### src/rtl/glitch_sweep_sequencer_pkg.sv
// Shared types and widths for the glitch sweep sequencer and its axis counters.
package glitch_pkg;

    localparam int OFS_W  = 32;
    localparam int DUR_W  = 32;
    localparam int STEP_W = 16;
    localparam int CNT_W  = 24;

    typedef enum logic [2:0] {
        ST_IDLE,
        ST_RESET,
        ST_ARM,
        ST_WAIT_GLITCH,
        ST_WAIT_RESP,
        ST_REPORT,
        ST_STEP
    } state_t;

    typedef logic [1:0] result_t;

    localparam result_t RES_TIMEOUT = 2'b00;
    localparam result_t RES_NORMAL  = 2'b01;
    localparam result_t RES_HIT     = 2'b10;

    // A zero step would stall the sweep forever, so it is promoted to one.
    function automatic logic [STEP_W-1:0] eff_step(input logic [STEP_W-1:0] s);
        return (s == '0) ? STEP_W'(1) : s;
    endfunction

endpackage

### src/rtl/glitch_sweep_sequencer_sweep_axis.sv
// One sweep axis: latches start/stop/step on load, walks value upward on advance,
// and flags wrap when the next point would overflow or pass the stop value.
module sweep_axis
    import glitch_pkg::*;
#(
    parameter int W = 32
) (
    input  logic              clk,
    input  logic              rst,
    input  logic              load,
    input  logic              advance,
    input  logic [W-1:0]      start,
    input  logic [W-1:0]      stop,
    input  logic [STEP_W-1:0] step,
    output logic [W-1:0]      value,
    output logic              wrap
);

    logic [W-1:0]      start_reg;
    logic [W-1:0]      stop_reg;
    logic [STEP_W-1:0] step_reg;
    logic [W-1:0]      value_reg;
    logic [W:0]        sum;

    // Candidate next point, one bit wider so a carry out of the top is visible.
    // A start above stop wraps on the first advance, giving a single point.
    always_comb begin
        sum  = {1'b0, value_reg} + {{(W + 1 - STEP_W){1'b0}}, step_reg};
        wrap = sum[W] | (sum[W-1:0] > stop_reg);
    end

    // Range capture on load; step or wrap back to start on advance.
    always_ff @(posedge clk or posedge rst) begin
        if (rst) begin
            start_reg <= '0;
            stop_reg  <= '0;
            step_reg  <= '0;
            value_reg <= '0;
        end else if (load) begin
            start_reg <= start;
            stop_reg  <= stop;
            step_reg  <= eff_step(step);
            value_reg <= start;
        end else if (advance) begin
            value_reg <= wrap ? start_reg : sum[W-1:0];
        end
    end

    assign value = value_reg;

endmodule

### src/rtl/glitch_sweep_sequencer.sv
// Glitch campaign sequencer: for every (offset, duration) pair it resets the
// target, arms the offset counter, waits for the glitch to finish, classifies
// the target's reply and reports one result. Duration is the inner loop.
module glitch_sweep_sequencer
    import glitch_pkg::*;
#(
    parameter int RST_HOLD     = 10_000_000,
    parameter int RESP_TIMEOUT = 1_000_000,
    parameter bit STOP_ON_HIT  = 1'b1
) (
    input  logic              clk,
    input  logic              rst,
    input  logic              cfg_valid,
    input  logic [OFS_W-1:0]  ofs_start,
    input  logic [OFS_W-1:0]  ofs_stop,
    input  logic [STEP_W-1:0] ofs_step,
    input  logic [DUR_W-1:0]  dur_start,
    input  logic [DUR_W-1:0]  dur_stop,
    input  logic [STEP_W-1:0] dur_step,
    input  logic              abort,
    input  logic              glitch_done,
    input  logic              resp_valid,
    input  logic              resp_match,
    output logic              target_reset,
    output logic              start_offset_counter,
    output logic [OFS_W-1:0]  glitch_offset,
    output logic [DUR_W-1:0]  glitch_duration,
    output logic              busy,
    output logic              result_valid,
    output logic [1:0]        result_code,
    output logic              sweep_done
);

    // The shared down-counter is loaded with N-1 so a phase lasts exactly N cycles.
    localparam logic [CNT_W-1:0] RST_LOAD  = CNT_W'(RST_HOLD - 1);
    localparam logic [CNT_W-1:0] RESP_LOAD = CNT_W'(RESP_TIMEOUT - 1);

    state_t            state_reg, state_next;
    logic [CNT_W-1:0]  cnt_reg, cnt_next;
    result_t           code_reg, code_next;
    logic              abort_pulse_reg, abort_pulse_next;

    logic              axis_load;
    logic              dur_adv;
    logic              ofs_adv;
    logic              dur_wrap;
    logic              ofs_wrap;

    // The offset only moves when the duration axis rolls over.
    assign ofs_adv = dur_adv & dur_wrap;

    sweep_axis #(.W(DUR_W)) u_dur_axis (
        .clk     (clk),
        .rst     (rst),
        .load    (axis_load),
        .advance (dur_adv),
        .start   (dur_start),
        .stop    (dur_stop),
        .step    (dur_step),
        .value   (glitch_duration),
        .wrap    (dur_wrap)
    );

    sweep_axis #(.W(OFS_W)) u_ofs_axis (
        .clk     (clk),
        .rst     (rst),
        .load    (axis_load),
        .advance (ofs_adv),
        .start   (ofs_start),
        .stop    (ofs_stop),
        .step    (ofs_step),
        .value   (glitch_offset),
        .wrap    (ofs_wrap)
    );

    // Next-state, counter, result classification and strobe outputs.
    always_comb begin
        state_next           = state_reg;
        cnt_next             = cnt_reg;
        code_next            = code_reg;
        abort_pulse_next     = 1'b0;
        axis_load            = 1'b0;
        dur_adv              = 1'b0;
        start_offset_counter = 1'b0;
        result_valid         = 1'b0;
        sweep_done           = 1'b0;

        if ((state_reg != ST_IDLE) && abort) begin
            // Abort overrides everything; the following cycle pulses target_reset
            // so the downstream offset/duration counters are cleared.
            state_next       = ST_IDLE;
            abort_pulse_next = 1'b1;
        end else begin
            case (state_reg)
                ST_IDLE: begin
                    if (cfg_valid && !abort) begin
                        axis_load  = 1'b1;
                        cnt_next   = RST_LOAD;
                        state_next = ST_RESET;
                    end
                end
                ST_RESET: begin
                    if (cnt_reg == '0) begin
                        state_next = ST_ARM;
                    end else begin
                        cnt_next = cnt_reg - 1'b1;
                    end
                end
                ST_ARM: begin
                    start_offset_counter = 1'b1;
                    state_next           = ST_WAIT_GLITCH;
                end
                ST_WAIT_GLITCH: begin
                    if (glitch_done) begin
                        cnt_next   = RESP_LOAD;
                        state_next = ST_WAIT_RESP;
                    end
                end
                ST_WAIT_RESP: begin
                    // A reply arriving on the final timeout cycle still counts.
                    if (resp_valid) begin
                        code_next  = resp_match ? RES_HIT : RES_NORMAL;
                        state_next = ST_REPORT;
                    end else if (cnt_reg == '0) begin
                        code_next  = RES_TIMEOUT;
                        state_next = ST_REPORT;
                    end else begin
                        cnt_next = cnt_reg - 1'b1;
                    end
                end
                ST_REPORT: begin
                    result_valid = 1'b1;
                    if (STOP_ON_HIT && (code_reg == RES_HIT)) begin
                        sweep_done = 1'b1;
                        state_next = ST_IDLE;
                    end else begin
                        state_next = ST_STEP;
                    end
                end
                ST_STEP: begin
                    dur_adv = 1'b1;
                    if (dur_wrap && ofs_wrap) begin
                        sweep_done = 1'b1;
                        state_next = ST_IDLE;
                    end else begin
                        cnt_next   = RST_LOAD;
                        state_next = ST_RESET;
                    end
                end
                default: begin
                    state_next = ST_IDLE;
                end
            endcase
        end
    end

    // State, shared counter, latched result and abort-pulse registers.
    always_ff @(posedge clk or posedge rst) begin
        if (rst) begin
            state_reg       <= ST_IDLE;
            cnt_reg         <= '0;
            code_reg        <= RES_TIMEOUT;
            abort_pulse_reg <= 1'b0;
        end else begin
            state_reg       <= state_next;
            cnt_reg         <= cnt_next;
            code_reg        <= code_next;
            abort_pulse_reg <= abort_pulse_next;
        end
    end

    assign target_reset = (state_reg == ST_RESET) | abort_pulse_reg;
    assign busy         = (state_reg != ST_IDLE);
    assign result_code  = code_reg;

endmodule

### config.mk
export PLATFORM = sky130hd
export DESIGN_NAME = glitch_sweep_sequencer
export DESIGN_NICKNAME = d
export VERILOG_FILES = /design/src/rtl/glitch_sweep_sequencer_pkg.sv /design/src/rtl/glitch_sweep_sequencer_sweep_axis.sv /design/src/rtl/glitch_sweep_sequencer.sv
export SDC_FILE = /design/constraint.sdc
export NUM_CORES = 1
export LEC_CHECK = 0
export ABC_AREA = 0
export CORE_ASPECT_RATIO = 1.25
export CORE_MARGIN = 1.5
export CORE_UTILIZATION = 45
export CTS_BUF_LIST = sky130_fd_sc_hd__clkbuf_2 sky130_fd_sc_hd__clkbuf_4 sky130_fd_sc_hd__clkbuf_8
export DETAILED_ROUTE_END_ITERATION = 16
export GPL_ROUTABILITY_DRIVEN = 1
export GPL_TIMING_DRIVEN = 0
export HOLD_SLACK_MARGIN = 0.1
export PLACE_DENSITY = 0.69
export SLEW_MARGIN = 25
export SYNTH_ARGS = -nofsm -noshare
export SYNTH_HDL_FRONTEND = slang
export SYNTH_SLANG_ARGS = --single-unit
### constraint.sdc
create_clock -name clk -period 13.35 [get_ports clk]
set_clock_uncertainty 0.05 [all_clocks]
set_input_delay 2.67 -clock clk [delete_from_list [all_inputs] [get_ports clk]]
set_output_delay 2.67 -clock clk [all_outputs]
set_load 0.01 [all_outputs]
==> results of run 1 <==
[critical path, stage by stage (launching register included)]
cell and delay (ps):
dfrtp_1 450, ha_1 390, and3_1 200, a221oi_1 450, a21oi_1 170, o22a_1 250, o221ai_1 370, or2_2 180
clkbuf_1 230, nor2_1 90, xor2_1 170, ha_1 400, nand4_1 180, nor4_1 790, nand3_1 230, nor2b_1 190
a22o_1 200, nor2_1 480, or3_1 270, a21oi_1 90, clkdlybuf4s50_1 490
[metrics by stage]
stage	worst slack, ps	hold slack [ps]	total power, mW	util (%)
final	3780	413	5.03	57.8
after global routing	3490	444	5.46	57.8
after CTS	3760	415	5.04	57.8
after detailed placement	4390	402	4.29	55.1
after global placement	297	394	4.21	54.9
after floorplan	3640	382	3.33	-
[logic make-up after synthesis]
kind of cell	Yosys count	share of synthesized area [%]
muxes	37	2.55
DFF	254	43.5
buffers and inverters	159	4.30
xor gates and xnor gates	60	3.60
adders and majority gates	99	8.58
and+or+nand+nor	684	20.4
AOI/OAI and AO/OA	390	17.1
[power by group through the flow]
stage / clock network, mW / registers, mW / logic [mW]
2_1_floorplan: 0 / 1.38 / 1.96
3_3_place_gp: 0 / 1.40 / 2.80
5_1_grt: 0.764 / 1.45 / 3.25
3_5_place_dp: 0 / 1.41 / 2.88
6_report: 0.720 / 1.41 / 2.91
4_1_cts: 0.731 / 1.40 / 2.90
[layer usage]
metal / global-route usage (%) / wire (um) / vias to the layer above
met3: 3.21 / 2370 / 108
met5: 0 / 0 / -
li1: - / - / 6403
met1: 34.9 / 19200 / 6494
met4: 11.9 / 1940 / 0
met2: 50.2 / 23500 / 454
[layout make-up]
| type | instances | share of cell area [%] |
|---|---|---|
| Sequential cell | 254 | 34.5 |
| Buffer | 73 | 1.66 |
| Clock inverter | 7 | 0.204 |
| Clock buffer | 68 | 4.47 |
| Tap cell | 412 | 2.80 |
| Multi-Input combinational cell | 1270 | 41.4 |
| Antenna cell | 1 | 0.0136 |
| Inverter | 86 | 1.79 |
| Timing Repair Buffer | 239 | 13.2 |
[worst paths after layout]
check	from	end	slack, ps	cells after the start
hold / removal	u_dur_axis.start_reg[22]	u_dur_axis.start_reg[22]	410	2
setup / recovery	u_dur_axis.value[2]	sweep_done	3780	20
hold reg to reg	u_dur_axis.start_reg[22]	u_dur_axis.start_reg[22]	410	2
min in group asynchronous	rst	u_ofs_axis.stop_reg[26]	2500	2
max in group asynchronous	rst	u_dur_axis.step_reg[9]	9880	3
setup reg to reg	u_dur_axis.value[2]	u_ofs_axis.value[23]	6230	22
[synth_stat cells (6+ instances only)]
| cell type | n |
|---|---|
| nand4_1 | 25 |
| buf_2 | 7 |
| a22oi_1 | 20 |
| o22a_1 | 9 |
| inv_1 | 84 |
| nor3_1 | 25 |
| and3_1 | 14 |
| ha_1 | 97 |
| or3_1 | 8 |
| nand2_1 | 453 |
| a21o_1 | 17 |
| nand2b_1 | 11 |
| o21ai_1 | 12 |
| a21oi_1 | 75 |
| a211oi_1 | 19 |
| nor4_1 | 11 |
| o211ai_1 | 26 |
| and2_1 | 6 |
| o21bai_1 | 8 |
| o31ai_1 | 8 |
| a31oi_1 | 14 |
| o21ai_0 | 112 |
| o2bb2ai_1 | 6 |
| dfrtp_1 | 254 |
| o22ai_1 | 16 |
| clkbuf_1 | 57 |
| nand3_1 | 17 |
| o21a_1 | 14 |
| xor2_1 | 23 |
| nor2_1 | 79 |
| nor2b_1 | 9 |
| xnor2_1 | 37 |
| mux2i_1 | 35 |
==> impl_metrics.env, run 1 <==
export IMPL_design_area_um2=18400
export IMPL_p_sw_share_pct=45.0
export IMPL_synth_edf_count=0
export IMPL_criticalPathCategory="register to output port"
export IMPL_coreArea_um2=31900
export IMPL_fmax_mhz=105
export IMPL_grt_pass1_wl_um=73500
export IMPL_cts_resized=0
export IMPL_p_seq_share_pct=28.0
export IMPL_outcome="finished, final reports clean"
export IMPL_initial_utilization_pct=45.8
export IMPL_end_kind="output port"
export IMPL_worst_slew_pin_slew_ps=916
export IMPL_synthTopCellsByArea="dfrtp_1 44%, nand2_1 12%, ha_1 8.3%"
export IMPL_synth_ff_latch_count=254
export IMPL_grt_util_all_layers_pct=28.4
export IMPL_dr_first_iter_drc_count=860
export IMPL_final_nets=2233
export IMPL_antenna_found_initial=1
export IMPL_avgRoutedWirePerCell_um=19.5
export IMPL_p_switching_mw=2.27
export IMPL_cp_required_ps=10630
export IMPL_cts_reportedPaths_clkPinSlew_ps=60
export IMPL_final_cells=2410
export IMPL_fin_tns_setup_ps=0
export IMPL_place_area_um2=17600
export IMPL_dr_total_vias=13459
export IMPL_die_area_um2=33500
export IMPL_drive_above_1_share_pct=5.66
export IMPL_ys_seq_area_share_pct=43.5
export IMPL_grt_max_degree=99
export IMPL_cts_buffers=43
export IMPL_combPwrFrac_pct=57.7
export IMPL_p_leak_nw=8.39
export IMPL_gp_congestion=0.889
export IMPL_num_rows=73
export IMPL_seq_area_um2=6360
export IMPL_cts_sinks=254
export IMPL_synth_cell_type_count=75
export IMPL_finalWirelength_um=47000
export IMPL_clockRootBuffer="clkbuf_8"
export IMPL_yosys_warnings=0
export IMPL_slew_viol_final=0
export IMPL_synthFlopType="dfrtp_1"
export IMPL_setup_viol=0
export IMPL_grt_pass1_vias=13549
export IMPL_layout_common_cells="453 x nand2_1, 254 x dfrtp_1, 237 x clkdlybuf4s50_1"
export IMPL_peakVddDrop_uv=122
export IMPL_final_common_cell="nand2_1"
export IMPL_holdBufCountCts=0
export IMPL_yosysTopAreaCell="dfrtp_1"
export IMPL_postCtsSetupBuffers=0
export IMPL_startpoint_type="register"
export IMPL_multi_input_area_um2=7620
export IMPL_antenna_left=0
export IMPL_synth_top_area_share_pct=43.5
export IMPL_syn_area_um2=14600
export IMPL_rsz0062_at_grt="no"
export IMPL_nFillCells=2892
export IMPL_postSynthCellCount=1683
export IMPL_path_max_fanout=5
export IMPL_via_per_inst=5.58
export IMPL_grt_remaining_overflow=0
export IMPL_dp_cells=2334
export IMPL_syn_nets=1949
export IMPL_cts_tree="done"
export IMPL_hold_class="register to register"
export IMPL_route_detailed_drc=0
export IMPL_synthArstFlopShare_pct=100
export IMPL_port_buffers=237
export IMPL_fp_dieW_um=164
export IMPL_cap_violations=0
export IMPL_worstPathArrival_ps=6850
export IMPL_die_h_um=204
export IMPL_fin_crit_sh_pct=71.7
export IMPL_clock_path_buffers=3
export IMPL_drt_pass1_iterations=5
export IMPL_insertion_delay_ps=570
export IMPL_finalHoldViolCount=0
export IMPL_p_int_mw=2.77
export IMPL_hpwl_um=35200
export IMPL_syn2layout_area_growth_pct=26.1
export IMPL_period_needed_ps=9570
export IMPL_synth_avg_cell_area_um2=8.68
export IMPL_power_density_nw_per_um2=273
export IMPL_pin_count=238
export IMPL_relSlewSlack_pct=38.7
export IMPL_cts_max_level=2
export IMPL_clkPwrFrac_pct=14.3
(Power assumes the default switching activity.)
==> inputs of run 2 (changes only) <==
--- a/config.mk
+++ b/config.mk
@@ -14,7 +14,7 @@
 export GPL_ROUTABILITY_DRIVEN = 1
 export GPL_TIMING_DRIVEN = 0
 export HOLD_SLACK_MARGIN = 0.1
-export PLACE_DENSITY = 0.69
+export PLACE_DENSITY = 0.72
 export SLEW_MARGIN = 25
 export SYNTH_ARGS = -nofsm -noshare
 export SYNTH_HDL_FRONTEND = slang
==> constraint.sdc (replaced) <==
create_clock -name clk -period 8.8 [get_ports clk]
set_clock_uncertainty 0.05 [all_clocks]
set_input_delay 1.76 -clock clk [delete_from_list [all_inputs] [get_ports clk]]
set_output_delay 1.76 -clock clk [all_outputs]
set_load 0.01 [all_outputs]
==> impl_metrics.env, run 2 (synthesized netlist as in run 1, its figures left out) <==
export IMPL_relSlewSlack_pct=28.4
export IMPL_drive_above_1_share_pct=5.71
export IMPL_cap_violations=0
export IMPL_rsz0062_at_grt="no"
export IMPL_whs_endpoint="u_dur_axis.start_reg[18]"
export IMPL_r2r_slack_ps=2000
export IMPL_max_stage_delay_ps=660
export IMPL_coreArea_um2=31900
export IMPL_r2r_start="u_dur_axis.value[2]"
export IMPL_hold_path_depth=2
export IMPL_die_area_um2=33500
export IMPL_grt_pass1_vias=13943
export IMPL_clock_path_buffers=3
export IMPL_period_needed_ps=8510
export IMPL_startpoint_type="register"
export IMPL_final_core_util_pct=58.0
export IMPL_fin_crit_sh_pct=96.7
export IMPL_fin_tns_setup_ps=0
export IMPL_cts_sinks=254
export IMPL_antenna_left=0
export IMPL_worst_slew_pin_slew_ps=1070
export IMPL_fin_ws_ps=290
export IMPL_crit_path_cell_trace="ha_1, fa_1, a21o_1, a221oi_2, a21oi_1, o31ai_1, a21o_1, clkbuf_1, nor3_1, xor2_1, ha_1, nand2_1, o21ai_0, a211oi_1, nor3_1, a2111o_1, a21oi_2, buf_4, or3_1, a21oi_1, clkdlybuf4s50_1"
export IMPL_syn2layout_area_growth_pct=26.7
export IMPL_gp_congestion=0.923
export IMPL_layout_common_cells="453 x nand2_1, 254 x dfrtp_1, 237 x clkdlybuf4s50_1"
export IMPL_initial_utilization_pct=45.8
export IMPL_rr_endpoint="u_ofs_axis.value[19]"
export IMPL_slew_viol_final=0
export IMPL_final_cells=2413
export IMPL_pre_cts_ws_ps=778
export IMPL_end_kind="output port"
export IMPL_p_leak_nw=8.42
export IMPL_dp_cells=2334
export IMPL_dr_first_iter_drc_count=969
export IMPL_final_nets=2233
export IMPL_path_max_fanout=10
export IMPL_worstPathArrival_ps=6700
export IMPL_drt_pass1_iterations=5
export IMPL_dr_total_vias=13694
export IMPL_design_area_um2=18500
export IMPL_grt_max_degree=99
export IMPL_port_buffers=237
export IMPL_timing_hold_ws_ps=410
export IMPL_route_detailed_drc=0
export IMPL_via_per_inst=5.68
export IMPL_avgRoutedWirePerCell_um=19.3
export IMPL_peakVddDrop_uv=181
export IMPL_pin_count=238
export IMPL_crit_family="compound AO/OA/AOI/OAI gates"
export IMPL_grt_util_all_layers_pct=28.2
export IMPL_die_h_um=204
export IMPL_antenna_found_initial=3
export IMPL_cts_tree="done"
export IMPL_place_area_um2=17600
export IMPL_cts_buffers=43
export IMPL_fp_dieW_um=164
export IMPL_criticalPathCategory="register to output port"
export IMPL_cp_slowest_cell="o31ai_1"
export IMPL_hold_class="register to register"
export IMPL_final_common_cell="nand2_1"
export IMPL_grt_pass1_wl_um=73200
export IMPL_fmax_mhz=118
export IMPL_insertion_delay_ps=570
export IMPL_worst_path_stages=21
export IMPL_cp_num_buf_inv=3
export IMPL_outcome="finished, final reports clean"
export IMPL_finalHoldViolCount=0
export IMPL_r2r_cells=22
export IMPL_clockRootBuffer="clkbuf_8"
export IMPL_setup_viol=0
export IMPL_cts_max_level=2
export IMPL_power_mw=7.71
export IMPL_num_rows=73
export IMPL_finalWirelength_um=46500
export IMPL_hold_start="u_dur_axis.start_reg[18]"
export IMPL_cts_reportedPaths_clkPinSlew_ps=60
export IMPL_power_density_nw_per_um2=417
export IMPL_hpwl_um=35000
export IMPL_cp_required_ps=6990
export IMPL_grt_remaining_overflow=0
run 2: layout make-up:
class	count	area, um^2
antenna	3	7.51
buffer	73	305
clock buffer	72	885
clock inverter	4	45.0
fill	2836	13400
inverter	86	330
multi-input combinational	1270	7630
sequential	254	6360
tap	412	515
timing repair buffer	239	2430
run 2: repair_timing:
item / CTS / global route
hold buffers: 0 / 0
setup endpoints to repair: 0 / 1
buffers inserted: 0 / 0
gates resized for setup: 0 / 1
run 2: how the worst max path moves through the flow:
| stage | end | slack (ps) | from |
|---|---|---|---|
| 6_report | sweep_done | 290 | u_ofs_axis.value[0] |
| 3_3_place_gp | u_dur_axis.step_reg[9] | -3330 | rst |
| 5_1_grt | sweep_done | 60 | u_ofs_axis.value[0] |
| 2_1_floorplan | abort_pulse_reg | 5 | rst |
| 3_5_place_dp | sweep_done | 780 | u_dur_axis.value[2] |
| 4_1_cts | sweep_done | 140 | u_dur_axis.value[2] |
run 2: worst min-delay path, cell delays in order, from the launching register on:
cell and delay (ps):
dfrtp_1 320, nand2_1 60, nand2_1 50
run 2: routing by layer:
layer | global-route usage (%) | up-vias | share of wire (%)
met5 | 0 | - | 0
met4 | 15.0 | 0 | 5.0
met3 | 4.44 | 138 | 6.5
met2 | 47.6 | 547 | 49
met1 | 34.3 | 6611 | 39
li1 | - | 6398 | -
run 2: where the power goes:
part | internal [mW] | switching [mW]
combinational | 1.89 | 2.52
sequential | 1.72 | 0.425
clock | 0.659 | 0.496
